File: config.mk
export PLATFORM = sky130hd
export DESIGN_NAME = pipelined_adder
export DESIGN_NICKNAME = d
export VERILOG_FILES = /design/src/rtl/adder_pkg.sv /design/src/rtl/adder_seg.sv /design/src/rtl/pipelined_adder.sv
export SDC_FILE = /design/constraint.sdc
export NUM_CORES = 1
export LEC_CHECK = 0
export ABC_AREA = 1
export BUFFER_PORTS_ARGS = -buffer_cell sky130_fd_sc_hd__clkbuf_2
export CAP_MARGIN = 30
export CELL_PAD_IN_SITES_DETAIL_PLACEMENT = 1
export CELL_PAD_IN_SITES_GLOBAL_PLACEMENT = 1
export CORE_ASPECT_RATIO = 0.8
export CORE_MARGIN = 2
export CORE_UTILIZATION = 44
export CTS_BUF_LIST = sky130_fd_sc_hd__clkbuf_2 sky130_fd_sc_hd__clkbuf_4 sky130_fd_sc_hd__clkbuf_8
export CTS_CLUSTER_DIAMETER = 100
export DETAILED_ROUTE_END_ITERATION = 8
export PLACE_DENSITY_LB_ADDON = 0.1
export SYNTH_ARGS = -nofsm -noshare
export SYNTH_HDL_FRONTEND = slang
export SYNTH_SLANG_ARGS = --single-unit
File: constraint.sdc
create_clock -name clk -period 2.5 [get_ports clk]
set_clock_uncertainty 0.05 [all_clocks]
set_input_delay 0.625 -clock clk [delete_from_list [all_inputs] [get_ports clk]]
set_output_delay 0.625 -clock clk [all_outputs]
set_load 0.005 [all_outputs]
File: src/rtl/adder_pkg.sv
// Shared constants and helpers for the segmented pipelined adder.
package adder_pkg;

    localparam int unsigned DefaultWidth = 16;
    localparam int unsigned DefaultSeg   = 4;

    function automatic int unsigned stage_count(input int unsigned width, input int unsigned seg);
        return width / seg;
    endfunction

endpackage

File: src/rtl/adder_seg.sv
// SEG-bit ripple-carry adder built from full-adder cells; purely combinational.
module adder_seg #(
    parameter int unsigned SEG = 4
) (
    input  logic [SEG-1:0] a,
    input  logic [SEG-1:0] b,
    input  logic           cin,
    output logic [SEG-1:0] sum,
    output logic           cout
);

    logic [SEG:0] carry;

    always_comb begin
        carry    = '0;
        sum      = '0;
        carry[0] = cin;
        for (int unsigned i = 0; i < SEG; i++) begin
            sum[i]     = a[i] ^ b[i] ^ carry[i];
            carry[i+1] = (a[i] & b[i]) | (carry[i] & (a[i] ^ b[i]));
        end
        cout = carry[SEG];
    end

endmodule

File: src/rtl/pipelined_adder.sv
// Add/subtract unit pipelined one SEG-bit ripple segment per stage, with a
// valid/ready handshake that sustains one beat per cycle.
module pipelined_adder
    import adder_pkg::*;
#(
    parameter int unsigned WIDTH = DefaultWidth,
    parameter int unsigned SEG   = DefaultSeg
) (
    input  logic             clk,
    input  logic             rst_n,
    input  logic             in_valid,
    output logic             in_ready,
    input  logic [WIDTH-1:0] a,
    input  logic [WIDTH-1:0] b,
    input  logic             cin,
    input  logic             sub,
    output logic             out_valid,
    input  logic             out_ready,
    output logic [WIDTH-1:0] sum,
    output logic             cout,
    output logic             ovf
);

    localparam int unsigned STAGES = stage_count(WIDTH, SEG);
    localparam int unsigned LAST   = STAGES - 1;

    logic [STAGES-1:0] valid_q;
    logic [STAGES-1:0] adv;
    logic [WIDTH-1:0]  sum_q;
    logic              cout_q;
    logic              ovf_q;

    // A stage may move when it is empty or its successor is moving too.
    always_comb begin
        adv       = '0;
        adv[LAST] = ~valid_q[LAST] | out_ready;
        for (int k = int'(LAST) - 1; k >= 0; k--) begin
            adv[k] = ~valid_q[k] | adv[k+1];
        end
    end

    always_ff @(posedge clk or negedge rst_n) begin
        if (!rst_n) begin
            valid_q <= '0;
        end else begin
            if (adv[0]) begin
                valid_q[0] <= in_valid;
            end
            for (int k = 1; k < int'(STAGES); k++) begin
                if (adv[k]) begin
                    valid_q[k] <= valid_q[k-1];
                end
            end
        end
    end

    for (genvar k = 0; k < STAGES; k++) begin : g_stage
        // Operand bits not yet consumed by earlier stages.
        localparam int unsigned REM = WIDTH - k * SEG;

        logic [REM-1:0]       a_rem;
        logic [REM-1:0]       b_rem;
        logic                 c_in;
        logic                 src_valid;
        logic [SEG-1:0]       seg_sum;
        logic                 seg_cout;
        logic [(k+1)*SEG-1:0] sum_nxt;

        if (k == 0) begin : g_src
            assign a_rem     = a;
            assign b_rem     = b ^ {WIDTH{sub}};
            assign c_in      = cin ^ sub;
            assign src_valid = in_valid;
            assign sum_nxt   = seg_sum;
        end else begin : g_src
            assign a_rem     = g_stage[k-1].g_reg.a_hi_q;
            assign b_rem     = g_stage[k-1].g_reg.b_hi_q;
            assign c_in      = g_stage[k-1].g_reg.carry_q;
            assign src_valid = valid_q[k-1];
            assign sum_nxt   = {seg_sum, g_stage[k-1].g_reg.sum_lo_q};
        end

        adder_seg #(
            .SEG(SEG)
        ) u_seg (
            .a   (a_rem[SEG-1:0]),
            .b   (b_rem[SEG-1:0]),
            .cin (c_in),
            .sum (seg_sum),
            .cout(seg_cout)
        );

        if (k != LAST) begin : g_reg
            logic [REM-SEG-1:0]   a_hi_q;
            logic [REM-SEG-1:0]   b_hi_q;
            logic [(k+1)*SEG-1:0] sum_lo_q;
            logic                 carry_q;

            // Interior datapath needs no reset: valid_q qualifies it.
            always_ff @(posedge clk) begin
                if (adv[k] && src_valid) begin
                    a_hi_q   <= a_rem[REM-1:SEG];
                    b_hi_q   <= b_rem[REM-1:SEG];
                    sum_lo_q <= sum_nxt;
                    carry_q  <= seg_cout;
                end
            end
        end else begin : g_out
            always_ff @(posedge clk or negedge rst_n) begin
                if (!rst_n) begin
                    sum_q  <= '0;
                    cout_q <= 1'b0;
                    ovf_q  <= 1'b0;
                end else if (adv[k] && src_valid) begin
                    sum_q  <= sum_nxt;
                    cout_q <= seg_cout;
                    // a^b^s at the MSB recovers the carry into the MSB.
                    ovf_q  <= a_rem[SEG-1] ^ b_rem[SEG-1] ^ seg_sum[SEG-1] ^ seg_cout;
                end
            end
        end
    end

    assign in_ready  = adv[0];
    assign out_valid = valid_q[LAST];
    assign sum       = sum_q;
    assign cout      = cout_q;
    assign ovf       = ovf_q;

endmodule

# Word level (Yosys, flattened, before mapping)
# Cells that the tools add are included.
totals:
  regBits: 97
  in_bits: 38
op_classes:
  reduce_logical: 4
  n_bitwise: 92
ops:
  columns: ["operator", "n"]
  rows:
  - ["1-bit XOR", 35]
  - ["1-bit AND", 32]
  - ["1-bit OR", 20]
  - ["16-bit XOR", 1]
  - ["1-bit logical AND", 4]
  - ["1-bit NOT", 4]

# Longest topological paths before layout
depth:
  ltp_word: 10
  mapped_depth: 13
  ltp_nobuf: 13

# Hierarchy
# Synthesis repeated with hierarchy kept, for this count alone.
unflattened:
  hier_cells: 265
  hier_area_um2: 3837.4
by_module_without_submodules:
  columns: ["mod", "n_inst", "area_each_um2", "cells_per_inst"]
  rows:
  - ["pipelined_adder", 1, 3367.0, 209]
  - ["adder_seg", 4, 117.6, 14]

# Worst setup path before layout
# OpenSTA, ideal clock, no wires.
synth_timing:
  kind: "input-to-reg"
  start: "input port sub"
  end: "register g_stage[0].g_reg.sum_lo_q[3] (data pin)"
  arrival_time_ns: 2.498
  setup_ns: 0.269
  setup_slack_ns: -0.317
  cell_stages: 10
  required_time_ns: 2.181
  cell_sequence: "buf_4 > buf_6 > xnor2_1 > fa_1 > inv_1 > fa_1 > inv_1 > fa_1 > inv_1 > fa_1"
synth_via:
  elab_chain_cells: 9
  elab_cells_between_ends: 16
  cone_classes: "bitwise: 16"
synth_lines:
  columns: ["element", "line", "source"]
  rows:
  - ["from (decl)", "pipelined_adder.sv:16", "input logic sub,"]
  - ["16-bit XOR", "pipelined_adder.sv:71", "assign b_rem = b ^ {WIDTH{sub}};"]
  - ["1-bit XOR", "adder_seg.sv:20", "carry[i+1] = (a[i] & b[i]) | (carry[i] & (a[i] ^ b[i]));"]
  - ["1-bit AND", "adder_seg.sv:20", null]
  - ["1-bit OR", "adder_seg.sv:20", null]
  - ["1-bit AND", "adder_seg.sv:20", null]
  - ["1-bit OR", "adder_seg.sv:20", null]
  - ["1-bit AND", "adder_seg.sv:20", null]
  - ["1-bit OR", "adder_seg.sv:20", null]
  - ["1-bit XOR (*)", "adder_seg.sv:19", "sum[i] = a[i] ^ b[i] ^ carry[i];"]
  - ["named net g_stage[0].seg_sum[3]", "pipelined_adder.sv:65", "logic [SEG-1:0] seg_sum;"]
  - ["to (signal assigned)", "pipelined_adder.sv:104", "sum_lo_q <= sum_nxt;"]
  - ["to (decl)", "pipelined_adder.sv:96", "logic [(k+1)*SEG-1:0] sum_lo_q;"]
# The timed path passes the listed nets; every way through them passes the cells marked *.
# A chain may end at the register's enable or synchronous reset.

# Worst setup path in the final report
layout_timing:
  start: "register g_stage[2].g_reg.carry_q"
  end: "register ovf_q (netlist: ovf)"
layout_via:
  elab_chain_cells: 9
  elab_cells_between_ends: 11
  cone_classes: "bitwise: 11"
layout_lines:
  columns: ["element", "line", "source"]
  rows:
  - ["from (decl)", "pipelined_adder.sv:97", "logic carry_q;"]
  - ["from (signal assigned)", "pipelined_adder.sv:105", "carry_q <= seg_cout;"]
  - ["1-bit AND (*)", "adder_seg.sv:20", null]
  - ["1-bit OR (*)", "adder_seg.sv:20", null]
  - ["1-bit AND (*)", "adder_seg.sv:20", null]
  - ["1-bit OR (*)", "adder_seg.sv:20", null]
  - ["1-bit AND (*)", "adder_seg.sv:20", null]
  - ["1-bit OR (*)", "adder_seg.sv:20", null]
  - ["1-bit XOR or 1-bit AND (tied branches)", "adder_seg.sv:19, adder_seg.sv:20", null]
  - ["1-bit XOR or 1-bit OR (tied branches)", "pipelined_adder.sv:118, adder_seg.sv:20", null]
  - ["1-bit XOR (*)", "pipelined_adder.sv:118", "ovf_q <= a_rem[SEG-1] ^ b_rem[SEG-1] ^ seg_sum[SEG-1] ^ seg_cout;"]
  - ["to (signal assigned)", "pipelined_adder.sv:118", null]
  - ["to (decl)", "pipelined_adder.sv:31", "logic ovf_q;"]
# Mark *: on every way between the ends. The rest lies on a longest branch, timed or not.

==> summary.txt <==
Outcome
  – Status: finished, final reports clean

Worst setup path
  – CP max FO: 3
  – Critical Path Slowest Stage Cell: fa_1
  – Max stage delay on crit path: 0.44 ns
  – CP Data Arrival Time: around 2.6 ns
  – CP cell instances: fa_2 > inv_1 > fa_1 > inv_1 > fa_2 > inv_2 > fa_1 > inv_1 > nand2_1 > nand2_1 > nand2_1 > nand3_1 > nand2_1
  – Worst Path Class, Setup: flip-flop to flip-flop
  – Req. time, crit path: 2.70 ns
  – Crit start category: flip-flop
  – Crit-path most repeated cell: nand2_1
  – Top Family by Delay on Critical Path: adder cells
  – Crit. End Element: flip-flop
  – Buf+Inv Stages, Crit Path: 4

Routing
  – Routed met2 length: 2.81 mm
  – Final wirelength: 5.72 mm
  – DRC viols: 0
  – DRT antenna net count: 0
  – Top Layer Used: met4
  – Routed length on met3: between 200 and 300 um
  – Router iterations before antenna repair: 4
  – DRT iter0 DRCs: 79
  – DRT met1 WL: 2.56 mm
  – Via density: 4.35
  – Vias post-DR: 1879
  – Wire per inst: 13.2 um

Placed design
  – Detailed Place HPWL: 4.13 mm
  – Placed cells: approximately 420
  – Final GP Congestion: roughly 0.73
  – Placed Area: between 0.004 and 0.005 mm^2
  – Port Buf Inserts: 57

Global route
  – GRT Util Overall: 14.1%
  – Largest net degree at the start of global routing: 30
  – Overflow after GRT: 0
  – Antenna violations before repair: 0
  – Number of global-route vias before repair: ~2000
  – First-pass GRT wire length: 9.69 mm

Floorplan
  – I/O pin count: 58
  – Core area: 0.00841 mm^2
  – Die X: roughly 110 um
  – Initial core utilization: 45.0%
  – Die area: 0.00936 mm^2
  – Die H: a little under 90 um
  – FP Rows: 30

Yosys
  – Post-synthesis async set-or-reset flop share: a little under a quarter
  – Most common cell in the netlist: edfxtp_1
  – Post-Syn Area: 0.00378 mm^2
  – Yosys Warn Count: 0
  – Top post-synthesis cells by count: edfxtp_1, nand2_1, inv_1, dfrtp_1, fa_1
  – Dominant cells by area after synthesis: edfxtp_1, dfrtp_1, fa_1, nand2_1, inv_1
  – Syn nets: 304
  – Mapped Avg Cell Area: between 15 and 20 um^2
  – Top_reg_cell synth: edfxtp_1
  – Share of the synthesized area in the top cell type: just under 60%
  – Post-Syn Instances: roughly 250
  – Synthesis-stage register bit count: 97
  – Area leader, netlist: edfxtp_1
  – Seq/Total Area, Yosys: 74.1%
  – Post-synth EDFFs: 75
  – Distinct cells, synth: 17

Clock tree
  – CTS tree: built
  – Total CTS buffers: 9
  – Skew-Pair Late Insertion Delay: 0.35 ns
  – H-tree depth: 3
  – Clock tree buffer depth: 2
  – CTS root buf: clkbuf_8
  – CTS sink cnt: 97
  – Clk slew on worst S/H paths: 0.09 ns
  – CTS Hold Bufs: 0

Power
  – Psw: ~1.3 mW
  – Clock power share: 20.9%
  – Part of the power in registers: 56.2%
  – Pwr per Cell Area: 985 mW/mm^2
  – Sw frac: between 20 and 30%
  – VDD IR max: 0.000293 V
  – P_leak: 1.97 nW
  – Combinational fraction of design power: 22.9%
  – Internal: 3.05 mW

STA
  – Worst Tran Pin Value: 0.852 ns
  – Slew margin rel.: between 40% and 50%
  – Setup TNS: 0 ns
  – FMAX: 0.419 GHz
  – Slew Viols, Final: 0
  – Final Hold Viols: 0
  – Setup Viol. Count Final: 0
  – Post-route minimum period: between 2 and 2.5 ns
  – Fin crit share: 95.4%
  – RSZ-0062 raised after global routing: true

Finish
  – Number of diodes: 0
  – Final Non-Filler Cells: 432
  – Share of cells above drive strength 1: 28.7%
  – Layout Nets: 370
  – Final Instance Area: 0.00442 mm^2
  – Area grow syn2layout: 16.7%

Worst hold path
  – HP Class: primary input to asynchronous set/reset pin

Flow run
  – Max cap viols: 0
==> kinds of logic after synthesis <==
logic type               Yosys count  synth area share, %
flip-flops                        97                 74.1
AND/OR/NAND/NOR                   66                 7.24
buffers and inverters             49                 5.56
XOR/XNOR                          17                 3.94
adder cells (fa/ha/maj)           17                 8.80
AO/OA/AOI/OAI                      3                0.397
==> timing repair <==
| action | CTS | global route |
|---|---|---|
| endpoints found under the hold margin | 0 | 0 |
| setup buffers | 0 | 0 |
| gates resized for setup | 0 | 3 |
| setup endpoints to repair | 0 | 1 |
==> path summary, 6_finish.rpt <==
kind	from	to	slack, ns	cells past startpoint
worst max-delay path	g_stage[2].g_reg.carry_q$_DFFE_PP_	ovf$_DFFE_PN0P_	0.11	13
worst min-delay path	rst_n	ovf$_DFFE_PN0P_	0.21	1
worst max register to register	g_stage[2].g_reg.carry_q$_DFFE_PP_	ovf$_DFFE_PN0P_	0.11	13
worst min register to register	g_stage[1].g_reg.a_hi_q[5]$_DFFE_PP_	g_stage[2].g_reg.a_hi_q[1]$_DFFE_PP_	0.37	0
max in group asynchronous	rst_n	sum[1]$_DFFE_PN0P_	1.80	1
min in group clk	g_stage[1].g_reg.a_hi_q[5]$_DFFE_PP_	g_stage[2].g_reg.a_hi_q[1]$_DFFE_PP_	0.37	0
==> final cells by class <==
type	count	area, um^2
clock buffers	11	145
clock inverters	5	30.0
fillers	879	3990
inverters	44	165
multi-input cells	103	805
flip-flops and latches	97	2800
well taps	112	140
repair buffers	60	328
==> through the flow <==
step	utilization (%)	setup WS [ns]	hold slack, ns	total power [mW]
after detailed placement	50.4	-0.213	0.356	3.51
final	52.5	0.114	0.209	4.35
after floorplan	-	-0.232	0.279	3.10
after global placement	50.0	-0.182	0.351	3.43
after global routing	52.5	-0.0584	0.224	4.70
after CTS	52.5	0.0215	0.212	4.44
==> registers in the layout (all words and copies together) (netlist names) <==
signal and cells:
cout 1, g_stage.g_reg.a_hi_q 24, g_stage.g_reg.b_hi_q 24, g_stage.g_reg.carry_q 3
g_stage.g_reg.sum_lo_q 24, ovf 1, sum 16, valid_q 4
==> metal layers <==
layer | global-route usage [%] | vias to the layer above
met5 | 0 | -
met4 | 3.85 | 0
met3 | 5.31 | 6
met1 | 17.3 | 903
li1 | - | 922
met2 | 23.7 | 48
==> power groups by stage <==
stage | Clock [mW] | Combinational [mW] | Sequential [mW]
global route | 1.01 | 1.19 | 2.50
detailed placement | 0 | 1.03 | 2.49
CTS | 0.957 | 1.03 | 2.45
global placement | 0 | 0.963 | 2.46
finish | 0.908 | 0.995 | 2.45
floorplan | 0 | 0.643 | 2.45
==> worst register-to-register path: cells and delay by family (launching register included) <==
family / cells / cell delay (ns)
simple gates: 5 / 0.27
fa+ha+maj: 4 / 1.31
buf+inv: 4 / 0.25
flops: 1 / 0.41
==> cell usage in the layout (no fill, tap or decap), drive strengths merged <==
cell type / count
buf: 3
clkbuf: 68
clkinv: 2
clkinvlp: 1
dfrtp: 22
edfxtp: 75
fa: 16
ha: 1
inv: 46
nand2: 59
nand3: 3
nand4: 1
nor2: 3
o21ai: 3
xnor2: 3
xor2: 14
No activity file was read; power rests on OpenSTA's default activity.
